<file path="src/rtl/alu_issue_sched.sv">
// ============================================================================
// alu_issue_sched
// ----------------------------------------------------------------------------
// Reservation station that feeds a single ALU. Instructions arrive from
// dispatch with their operands either already known or tagged by the ROB
// index that will produce them. Each entry watches the ALU and load CDBs and
// captures its missing operands. Once both operands are present the entry is
// READY. One READY entry is issued per cycle into a bank of output registers.
//
// Build option:
//   ALU_SCHED_RR_EN - when defined, issue selection is round-robin. The search
//                     starts one above the last issued entry. When undefined,
//                     the lowest-index READY entry always wins.
//
// Ports:
//   clk_in, rst_in          clock (rising edge), async active-low reset
//   rdy_in                  global enable; all state holds while low
//   clr_in                  synchronous flush of every entry and the issue pulse
//   disp_*                  dispatched instruction (op, operands/tags, rob, PC, imm)
//   alu_cdb_*, lsb_cdb_*    result broadcasts used for operand capture
//   rs_full                 registered: every entry is occupied
//   rs_to_alu_*             registered issue port; rs_to_alu_ready pulses per issue
// ============================================================================
module alu_issue_sched #(
   parameter int RS_SIZE = 8,
   parameter int ROB_W   = 4
) (
   input  logic             clk_in,
   input  logic             rst_in,
   input  logic             rdy_in,
   input  logic             clr_in,

   input  logic             disp_valid,
   input  logic [5:0]       disp_op,
   input  logic [31:0]      disp_Vj,
   input  logic             disp_Qj_busy,
   input  logic [ROB_W-1:0] disp_Qj,
   input  logic [31:0]      disp_Vk,
   input  logic             disp_Qk_busy,
   input  logic [ROB_W-1:0] disp_Qk,
   input  logic [ROB_W-1:0] disp_rob_index,
   input  logic [31:0]      disp_PC,
   input  logic [31:0]      disp_imm,

   input  logic             alu_cdb_valid,
   input  logic [ROB_W-1:0] alu_cdb_rob_index,
   input  logic [31:0]      alu_cdb_value,

   input  logic             lsb_cdb_valid,
   input  logic [ROB_W-1:0] lsb_cdb_rob_index,
   input  logic [31:0]      lsb_cdb_value,

   output logic             rs_full,

   output logic             rs_to_alu_ready,
   output logic [5:0]       rs_to_alu_op,
   output logic [31:0]      rs_to_alu_rs1,
   output logic [31:0]      rs_to_alu_rs2,
   output logic [ROB_W-1:0] rs_to_alu_rob_index,
   output logic [31:0]      rs_to_alu_PC,
   output logic [31:0]      rs_to_alu_imm
);

   localparam int IDX_W = (RS_SIZE > 1) ? $clog2(RS_SIZE) : 1;
   localparam int CNT_W = $clog2(RS_SIZE + 1);

   typedef enum logic [1:0] {
      ST_FREE  = 2'd0,
      ST_WAIT  = 2'd1,
      ST_READY = 2'd2
   } entState_e;

   typedef struct packed {
      entState_e        st;
      logic [5:0]       op;
      logic [31:0]      vj;
      logic             qjBusy;
      logic [ROB_W-1:0] qj;
      logic [31:0]      vk;
      logic             qkBusy;
      logic [ROB_W-1:0] qk;
      logic [ROB_W-1:0] rob;
      logic [31:0]      pc;
      logic [31:0]      imm;
   } rsEntry_t;

   rsEntry_t         entries_q [RS_SIZE];
   rsEntry_t         entries_d [RS_SIZE];
   logic [CNT_W-1:0] count_q, count_d;
   logic             full_q, full_d;

   logic             outReady_q, outReady_d;
   logic [5:0]       outOp_q, outOp_d;
   logic [31:0]      outRs1_q, outRs1_d;
   logic [31:0]      outRs2_q, outRs2_d;
   logic [ROB_W-1:0] outRob_q, outRob_d;
   logic [31:0]      outPc_q, outPc_d;
   logic [31:0]      outImm_q, outImm_d;

   logic             issueFound;
   logic [IDX_W-1:0] issueIdx;
   logic [IDX_W-1:0] candIdx;
   logic [IDX_W-1:0] searchStart;
   logic             freeFound;
   logic [IDX_W-1:0] freeIdx;
   logic             dispAccept;
   rsEntry_t         dispEntry;

`ifdef ALU_SCHED_RR_EN
   logic [IDX_W-1:0] rrPtr_q, rrPtr_d;
   assign searchStart = rrPtr_q;
`else
   assign searchStart = '0;
`endif

   // Returns {busy, value}. A pending operand is filled from whichever CDB
   // carries its tag; checking the ALU bus first lets it win a double match.
   function automatic logic [32:0] captureOperand(
      input logic             busy,
      input logic [ROB_W-1:0] tag,
      input logic [31:0]      value,
      input logic             aluValid,
      input logic [ROB_W-1:0] aluTag,
      input logic [31:0]      aluValue,
      input logic             lsbValid,
      input logic [ROB_W-1:0] lsbTag,
      input logic [31:0]      lsbValue
   );
      logic [32:0] result;
      result = {busy, value};
      if (busy && aluValid && (aluTag == tag)) begin
         result = {1'b0, aluValue};
      end else if (busy && lsbValid && (lsbTag == tag)) begin
         result = {1'b0, lsbValue};
      end
      return result;
   endfunction

   // Build the entry that a dispatch would write, including same-cycle CDB
   // bypass so an operand broadcast alongside dispatch is not missed.
   always_comb begin
      dispEntry     = '0;
      dispEntry.op  = disp_op;
      dispEntry.qj  = disp_Qj;
      dispEntry.qk  = disp_Qk;
      dispEntry.rob = disp_rob_index;
      dispEntry.pc  = disp_PC;
      dispEntry.imm = disp_imm;
      {dispEntry.qjBusy, dispEntry.vj} = captureOperand(disp_Qj_busy, disp_Qj, disp_Vj,
         alu_cdb_valid, alu_cdb_rob_index, alu_cdb_value,
         lsb_cdb_valid, lsb_cdb_rob_index, lsb_cdb_value);
      {dispEntry.qkBusy, dispEntry.vk} = captureOperand(disp_Qk_busy, disp_Qk, disp_Vk,
         alu_cdb_valid, alu_cdb_rob_index, alu_cdb_value,
         lsb_cdb_valid, lsb_cdb_rob_index, lsb_cdb_value);
      dispEntry.st = (!dispEntry.qjBusy && !dispEntry.qkBusy) ? ST_READY : ST_WAIT;
   end

   // Issue pick and free-slot search. Only registered READY state is looked
   // at, so a CDB capture never reaches the issue port in the same cycle.
   always_comb begin
      issueFound = 1'b0;
      issueIdx   = '0;
      candIdx    = '0;
      for (int i = 0; i < RS_SIZE; i++) begin
         candIdx = searchStart + IDX_W'(i);
         if (!issueFound && (entries_q[candIdx].st == ST_READY)) begin
            issueFound = 1'b1;
            issueIdx   = candIdx;
         end
      end
      freeFound = 1'b0;
      freeIdx   = '0;
      for (int i = RS_SIZE - 1; i >= 0; i--) begin
         if (entries_q[i].st == ST_FREE) begin
            freeFound = 1'b1;
            freeIdx   = IDX_W'(i);
         end
      end
   end

   // Dispatch looks at the registered full flag, so a slot freed by an issue
   // this cycle only becomes available on the following cycle.
   assign dispAccept = disp_valid && !full_q && freeFound && rdy_in;

   // Next-state: flush wins over everything; otherwise capture, issue and
   // dispatch all happen together on distinct entries.
   always_comb begin
      entries_d  = entries_q;
      count_d    = count_q;
      full_d     = full_q;
      outReady_d = outReady_q;
      outOp_d    = outOp_q;
      outRs1_d   = outRs1_q;
      outRs2_d   = outRs2_q;
      outRob_d   = outRob_q;
      outPc_d    = outPc_q;
      outImm_d   = outImm_q;
`ifdef ALU_SCHED_RR_EN
      rrPtr_d    = rrPtr_q;
`endif
      if (clr_in) begin
         for (int i = 0; i < RS_SIZE; i++) begin
            entries_d[i].st = ST_FREE;
         end
         count_d    = '0;
         full_d     = 1'b0;
         outReady_d = 1'b0;
      end else begin
         for (int i = 0; i < RS_SIZE; i++) begin
            if (entries_q[i].st == ST_WAIT) begin
               {entries_d[i].qjBusy, entries_d[i].vj} = captureOperand(
                  entries_q[i].qjBusy, entries_q[i].qj, entries_q[i].vj,
                  alu_cdb_valid, alu_cdb_rob_index, alu_cdb_value,
                  lsb_cdb_valid, lsb_cdb_rob_index, lsb_cdb_value);
               {entries_d[i].qkBusy, entries_d[i].vk} = captureOperand(
                  entries_q[i].qkBusy, entries_q[i].qk, entries_q[i].vk,
                  alu_cdb_valid, alu_cdb_rob_index, alu_cdb_value,
                  lsb_cdb_valid, lsb_cdb_rob_index, lsb_cdb_value);
               if (!entries_d[i].qjBusy && !entries_d[i].qkBusy) begin
                  entries_d[i].st = ST_READY;
               end
            end
         end

         outReady_d = issueFound;
         if (issueFound) begin
            entries_d[issueIdx].st = ST_FREE;
            outOp_d  = entries_q[issueIdx].op;
            outRs1_d = entries_q[issueIdx].vj;
            outRs2_d = entries_q[issueIdx].vk;
            outRob_d = entries_q[issueIdx].rob;
            outPc_d  = entries_q[issueIdx].pc;
            outImm_d = entries_q[issueIdx].imm;
`ifdef ALU_SCHED_RR_EN
            rrPtr_d  = issueIdx + IDX_W'(1);
`endif
         end

         if (dispAccept) begin
            entries_d[freeIdx] = dispEntry;
         end

         count_d = count_q + CNT_W'(dispAccept) - CNT_W'(issueFound);
         full_d  = (count_d == CNT_W'(RS_SIZE));
      end
   end

   // State register; rdy_in low freezes every register.
   always_ff @(posedge clk_in or negedge rst_in) begin
      if (!rst_in) begin
         for (int i = 0; i < RS_SIZE; i++) begin
            entries_q[i] <= '0;
         end
         count_q    <= '0;
         full_q     <= 1'b0;
         outReady_q <= 1'b0;
         outOp_q    <= '0;
         outRs1_q   <= '0;
         outRs2_q   <= '0;
         outRob_q   <= '0;
         outPc_q    <= '0;
         outImm_q   <= '0;
`ifdef ALU_SCHED_RR_EN
         rrPtr_q    <= '0;
`endif
      end else if (rdy_in) begin
         for (int i = 0; i < RS_SIZE; i++) begin
            entries_q[i] <= entries_d[i];
         end
         count_q    <= count_d;
         full_q     <= full_d;
         outReady_q <= outReady_d;
         outOp_q    <= outOp_d;
         outRs1_q   <= outRs1_d;
         outRs2_q   <= outRs2_d;
         outRob_q   <= outRob_d;
         outPc_q    <= outPc_d;
         outImm_q   <= outImm_d;
`ifdef ALU_SCHED_RR_EN
         rrPtr_q    <= rrPtr_d;
`endif
      end
   end

   // Output mapping from the registered issue bank.
   always_comb begin
      rs_full             = full_q;
      rs_to_alu_ready     = outReady_q;
      rs_to_alu_op        = outOp_q;
      rs_to_alu_rs1       = outRs1_q;
      rs_to_alu_rs2       = outRs2_q;
      rs_to_alu_rob_index = outRob_q;
      rs_to_alu_PC        = outPc_q;
      rs_to_alu_imm       = outImm_q;
   end

endmodule

</file>
<file path="config.mk">
export PLATFORM = sky130hd
export DESIGN_NAME = alu_issue_sched
export DESIGN_NICKNAME = d
export VERILOG_FILES = /design/src/rtl/alu_issue_sched.sv
export SDC_FILE = /design/constraint.sdc
export NUM_CORES = 2
export LEC_CHECK = 0
export ABC_AREA = 1
export BUFFER_PORTS_ARGS = -buffer_cell sky130_fd_sc_hd__buf_2
export CAP_MARGIN = 0
export CORE_AREA = 2 2 685 483
export DETAILED_ROUTE_END_ITERATION = 8
export DIE_AREA = 0 0 687 485
export PLACE_DENSITY = 0.49
export SLEW_MARGIN = 0
export SYNTH_ARGS = -nofsm -noshare
export SYNTH_HDL_FRONTEND = slang
export SYNTH_SLANG_ARGS = --single-unit
</file>
<file path="constraint.sdc">
create_clock -name clk_in -period 3 [get_ports clk_in]
set_clock_uncertainty 0.15 [all_clocks]
set_input_delay 0.45 -clock clk_in [delete_from_list [all_inputs] [get_ports clk_in]]
set_output_delay 0.45 -clock clk_in [all_outputs]
set_load 0.05 [all_outputs]
</file>
# Word level (Yosys, flattened, before mapping)
# Index checks and enable logic that the tools add are counted.
# word_totals
regBits	1344
latch_bits	0
mem_bits_rw	0
rom_bits	0
input_bits	227
out_inout_bits	140
wordCells	467
n_memories	0
# classes
add_sub_neg	2
n_mul	0
div	0
order_cmp	4
n_eq_ne	53
shifts	0
n_mux	179
bitwise_logic	3
reduce_logical	129
# op_table
op	n
two-way mux 1200 bit	3
two-way mux 33 bit	100
bitwise mux 1200 bit	2
demux 150 bit (select 3 bit)	2
binary-select mux 150 bit (select 3 bit)	1
two-way mux 150 bit	2
two-way mux 148 bit	2
== test 4 bit	36
logical AND 1 bit	93
two-way mux 2 bit	35
two-way mux 3 bit	12
logical NOT 1 bit	26
two-way mux 1 bit	19
== test 2 x 1 -> 1 bit (second input constant)	8
== test 2 bit (second input constant)	8
logical NOT 2 bit	8
>= comparator 4 bit (second input constant)	2
less-than comparator 4 x 1 -> 1 bit (second input constant)	2
inverter 3 -> 4 bit	2
adder 4 x 1 -> 4 bit	1
== test 4 bit (second input constant)	1
two-way mux 4 bit	1
subtractor 4 x 1 -> 4 bit	1
AND reduction 3 bit	1
2 further kinds	2

# Longest topological paths before layout
# logic_depth
ltp_word	34
ltp_mapped	16
depth_no_buf	15

# Least setup slack after synthesis
# OpenSTA, ideal clock, no wires.
# synth_path
kind	register to register
from	register entries_q[1198] in the netlist's numbering
to	register full_q (netlist: rs_full)
setup_ns	0.101
arrival_time_ns	2.396
t_required_ns	2.749
slack_ns	0.353
path_stages_with_launch	15
path_buffers	0
period_less_slack_ns	2.647
cell_sequence	dfrtp_1 -> inv_1 -> nand2_1 -> nand2_2 -> nor2_2 -> nand4_1 -> nor2_1 -> inv_1 -> ha_1 -> inv_1 -> ha_1 -> inv_1 -> fa_1 -> nand2_1 -> o32ai_1
# synth_between
elab_chain_len	26
word_cells_on_any_way	31
cone_classes	add/sub: 2; eq/ne: 2; mux: 10; reduce/logical: 17
# synth_lines
item	line	source
start: declaration	87	rsEntry_t entries_q [RS_SIZE];
start signal: indexed assignment	268	entries_q[i] <= entries_d[i];
== test 2 bit	166	if (!issueFound && (entries_q[candIdx].st == ST_READY)) begin
two-way mux 1 bit	166	
logical NOT 1 bit	166	
logical AND 1 bit	166	
two-way mux 1 bit	166	
logical NOT 1 bit	166	
logical AND 1 bit	166	
two-way mux 1 bit	166	
[... 10 more ...]	--	
logical AND 1 bit	166	
two-way mux 1 bit	166	
logical NOT 1 bit	166	
logical AND 1 bit	166	
two-way mux 1 bit	166	
subtractor 4 x 1 -> 4 bit (*)	243	count_d = count_q + CNT_W'(dispAccept) - CNT_W'(issueFound);
== test 4 bit (*)	244	full_d = (count_d == CNT_W'(RS_SIZE));
two-way mux 1 bit (*)	201	if (clr_in) begin
end signal: assignment	271	full_q <= full_d;
end: declaration	90	logic full_q, full_d;
# Mark *: on every way between the ends. The rest lies on a longest branch, timed or not.
# A chain may end at the register's enable or synchronous reset.

# Worst setup path after layout
# layout_path
from	register entries_q[299] in the netlist's numbering
to	register entries_q[761] in the netlist's numbering
# layout_between
elab_chain_len	15
word_cells_on_any_way	38
cone_classes	order compare: 2; eq/ne: 1; mux: 26; bitwise: 2; reduce/logical: 7
# layout_lines
item	line	source
logical NOT 2 bit	174	if (entries_q[i].st == ST_FREE) begin
two-way mux 3 bit (7 in a row)	174	
inverter 3 -> 4 bit (not written as such)	240	entries_d[freeIdx] = dispEntry;
>= comparator 4 bit (not written as such) or less-than comparator 4 x 1 -> 1 bit (tied branches)	240	
logical AND 1 bit (not written as such)	240	
two-way mux 150 bit (not written as such)	240	
demux 150 bit (select 3 bit)	240	
bitwise mux 1200 bit	240	
two-way mux 1200 bit (*)	239	if (dispAccept) begin
# Mark *: on every way between the ends. The rest lies on a longest branch, timed or not. The select of a mux whose other input is x is not followed.

==> flow_metrics.tcl <==
set metrics [dict create \
    synthArstFlopShare_pct 100 \
    dp_hpwl_um 263000 \
    share_clk_of_total_power_pct 33.8 \
    worstSetupEndpointType "register" \
    clkTransAtPathRegs_ns 0.06 \
    gp_congestion 0.927 \
    finalWorstSetupSlack_ns 0.0849 \
    synth_top_area_share_pct 41.3 \
    ios 367 \
    crit_type "reg -> reg" \
    status "finished clean" \
    areaGrowthSynthToFinish_pct 22.0 \
    drt_wl_total_um 405000 \
    synth_flop_cell "dfrtp_1" \
    core_um2 327000 \
    yosysTopAreaCell "dfrtp_1" \
    cts-root-buf "clkbuf_16" \
    power_density_nw_per_um2 627 \
    crit_fanout 60 \
    die_x_um 687 \
    maxCapViolCount 0 \
    slew_viol_final 0 \
    fmax_ghz 0.343 \
    synthCells 12200 \
    p_switching_mw 23.0 \
    tightest_slew_ns 0.966 \
    drt-initial-drc-count 11800 \
    pre_cts_ws_ns 0.106 \
    yosysWarnings 0 \
    cts_inserted_buffers 168 \
    crit_arrival_ns 3.43 \
    min_path_type "in -> async" \
    finish.utilization_pct 30.4 \
    intPower_mw 39.2 \
    ys_seq_area_share_pct 41.3 \
    grt_pass1_vias 79800 \
    grt_pass1_wl_um 584000 \
    synth_edf_count 0 \
    io_buffers 366 \
    drive_gt1_share_pct 11.3 \
    track_usage_pct 23.5 \
    drt.antenna.violating_nets 0 \
    clock-sinks 1344 \
    vdd_drop_max_v 0.000447 \
    setup-violations-final 0 \
    required_ns 3.51 \
    final_nets 12700 \
    combPwrFrac_pct 28.1 \
    syn_nets 12400 \
    synth_cell_types 46 \
    synthTopCellsByArea "dfrtp_1, nand2_1, nand3_1, o21ai_0, inv_1" \
    viasPerCell 5.10 \
    swShare_pct 37.0 \
    worstSkewPairLatency_ns 0.88 \
    post_drt_wl_per_cell_um 23.8 \
    cts_tree "done" \
    grt_start_max_net_pins 124 \
    rows 176 \
    period_share_pct 97.2 \
    dr.pass1.iters 8 \
    max-clock-path-buffers 4 \
    syn-cell-area_um2 81300 \
    vias 86600 \
    synth_seq_cells 1344 \
    leakage_nw 47.5 \
    dieArea_um2 333000 \
    avgSynthCellArea_um2 6.68 \
    finalCriticalPeriod_ns 2.92 \
    drc 0 \
    p_seq_share_pct 38.1 \
    cp-start-kind "register" \
    hold_viol 0 \
    fp.dieH_um 485 \
    start_util_pct 24.9 \
    slew_headroom_pct 35.5 \
    antenna_found_initial 57 \
    overflow 0 \
    ctsHtreeMaxLevel 4 \
]
## cell families after synthesis
kind of cell	after synthesis	synth area share [%]
and+or+nand+nor	6469	33.2
buffers and inverters	2185	10.6
AOI/OAI and AO/OA	2159	14.5
DFF	1344	41.3
xor gates and xnor gates	21	0.226
adders and majority gates	5	0.0861
## layout make-up
type / count / area (µm²)
Multi-Input combinational cell: 8654 / 39400
Clock buffer: 246 / 4900
Sequential cell: 1344 / 33600
Timing Repair Buffer: 1118 / 10800
Clock inverter: 46 / 528
Tap cell: 4361 / 5460
Inverter: 1205 / 4570
Antenna cell: 12 / 30.0
Fill cell: 35700 / 228000
## repair_timing
item	CTS	global route
setup buffers	0	5
resized for setup	0	15
endpoints found under the hold margin	1661	0
hold buffers	112	0
setup endpoints to repair	0	57
## layout by cell type (no fill, tap or decap), types with 26 or more instances in the layout
| cell type | count |
|---|---|
| or2_2 | 69 |
| a21oi_1 | 252 |
| a22oi_1 | 42 |
| buf_12 | 238 |
| dfrtp_1 | 1343 |
| clkbuf_8 | 32 |
| o21ai_0 | 1446 |
| dlygate4sd3_1 | 112 |
| nand2_2 | 28 |
| o211ai_1 | 307 |
| nand2_1 | 3591 |
| o22ai_1 | 35 |
| o21ai_1 | 46 |
| nor2_1 | 773 |
| clkinv_2 | 26 |
| nand3_1 | 1926 |
| nor3_1 | 28 |
| clkbuf_1 | 42 |
| buf_2 | 364 |
| buf_4 | 402 |
| clkbuf_16 | 172 |
| inv_1 | 1177 |
## routing by layer
metal  track usage [%]  share of wire (%)  routed length, µm
met1              34.3                 45             182000
met2              32.6                 40             160000
met3              6.85                 12              46800
met4              8.25                3.9              15800
met5                 0              0.020                 79
## power groups by stage
stage / logic (mW) / registers [mW] / clock network, mW
detailed placement: 17.3 / 24.0 / 0
floorplan: 8.37 / 26.8 / 0
global route: 19.3 / 24.2 / 22.2
finish: 17.5 / 23.7 / 21.0
global placement: 17.2 / 24.0 / 0
CTS: 17.5 / 23.7 / 21.5
## worst paths after layout
kind,start,to,slack [ns],depth (start not counted)
max in group asynchronous,rst_in,entries_q[288],1.57,4
min in group clk_in,alu_cdb_value[1],entries_q[561],0.07,6
worst max-delay path,entries_q[299],entries_q[761],0.08,15
worst max register to register,entries_q[299],entries_q[761],0.08,15
worst min-delay path,rst_in,entries_q[83],0.07,2
worst min register to register,entries_q[49],entries_q[49],0.33,2
## state kept, by name, summed over array words and instances, names as in the netlist
register and count:
rs_to_alu_op 6, rs_full 1, entries_q 1200, rs_to_alu_rob_index 4, rs_to_alu_rs1 32, rs_to_alu_rs2 32, rs_to_alu_ready 1, rs_to_alu_imm 32
count_q 4, rs_to_alu_PC 32
## per-stage QoR
step	hold slack (ns)	std cells	total power [mW]	area (µm²)	setup TNS (ns)
3_3_place_gp	0.295	16600	41.2	92600	0
2_1_floorplan	0.00441	12200	35.2	81300	0
5_1_grt	0.0470	17000	65.6	99300	-0.00675
4_1_cts	0.00153	17000	62.7	99200	0
3_5_place_dp	0.296	16600	41.3	92600	0
6_report	0.0699	17000	62.3	99300	0
## critical path, stage by stage (launching register included)
cell	delay, ns
dfrtp_1	0.39
buf_4	0.16
inv_1	0.08
nand2_1	0.07
a21oi_1	0.23
o21ai_1	0.10
nand2_1	0.15
nand2_1	0.09
nand2_1	0.15
nand2_2	0.12
nor2_4	0.15
buf_12	0.16
clkinv_2	0.12
buf_12	0.19
nand2_1	0.13
o21ai_0	0.08
## Yosys cell counts, drive strengths merged (42+ instances only)
master  count
nand3    1930
a22oi      42
o21ai    1493
inv      1199
or2        70
buf       365
nand2    3621
nor2      802
dfrtp    1344
clkbuf    615
o211ai    307
a21oi     258
(Power assumes the default switching activity.)
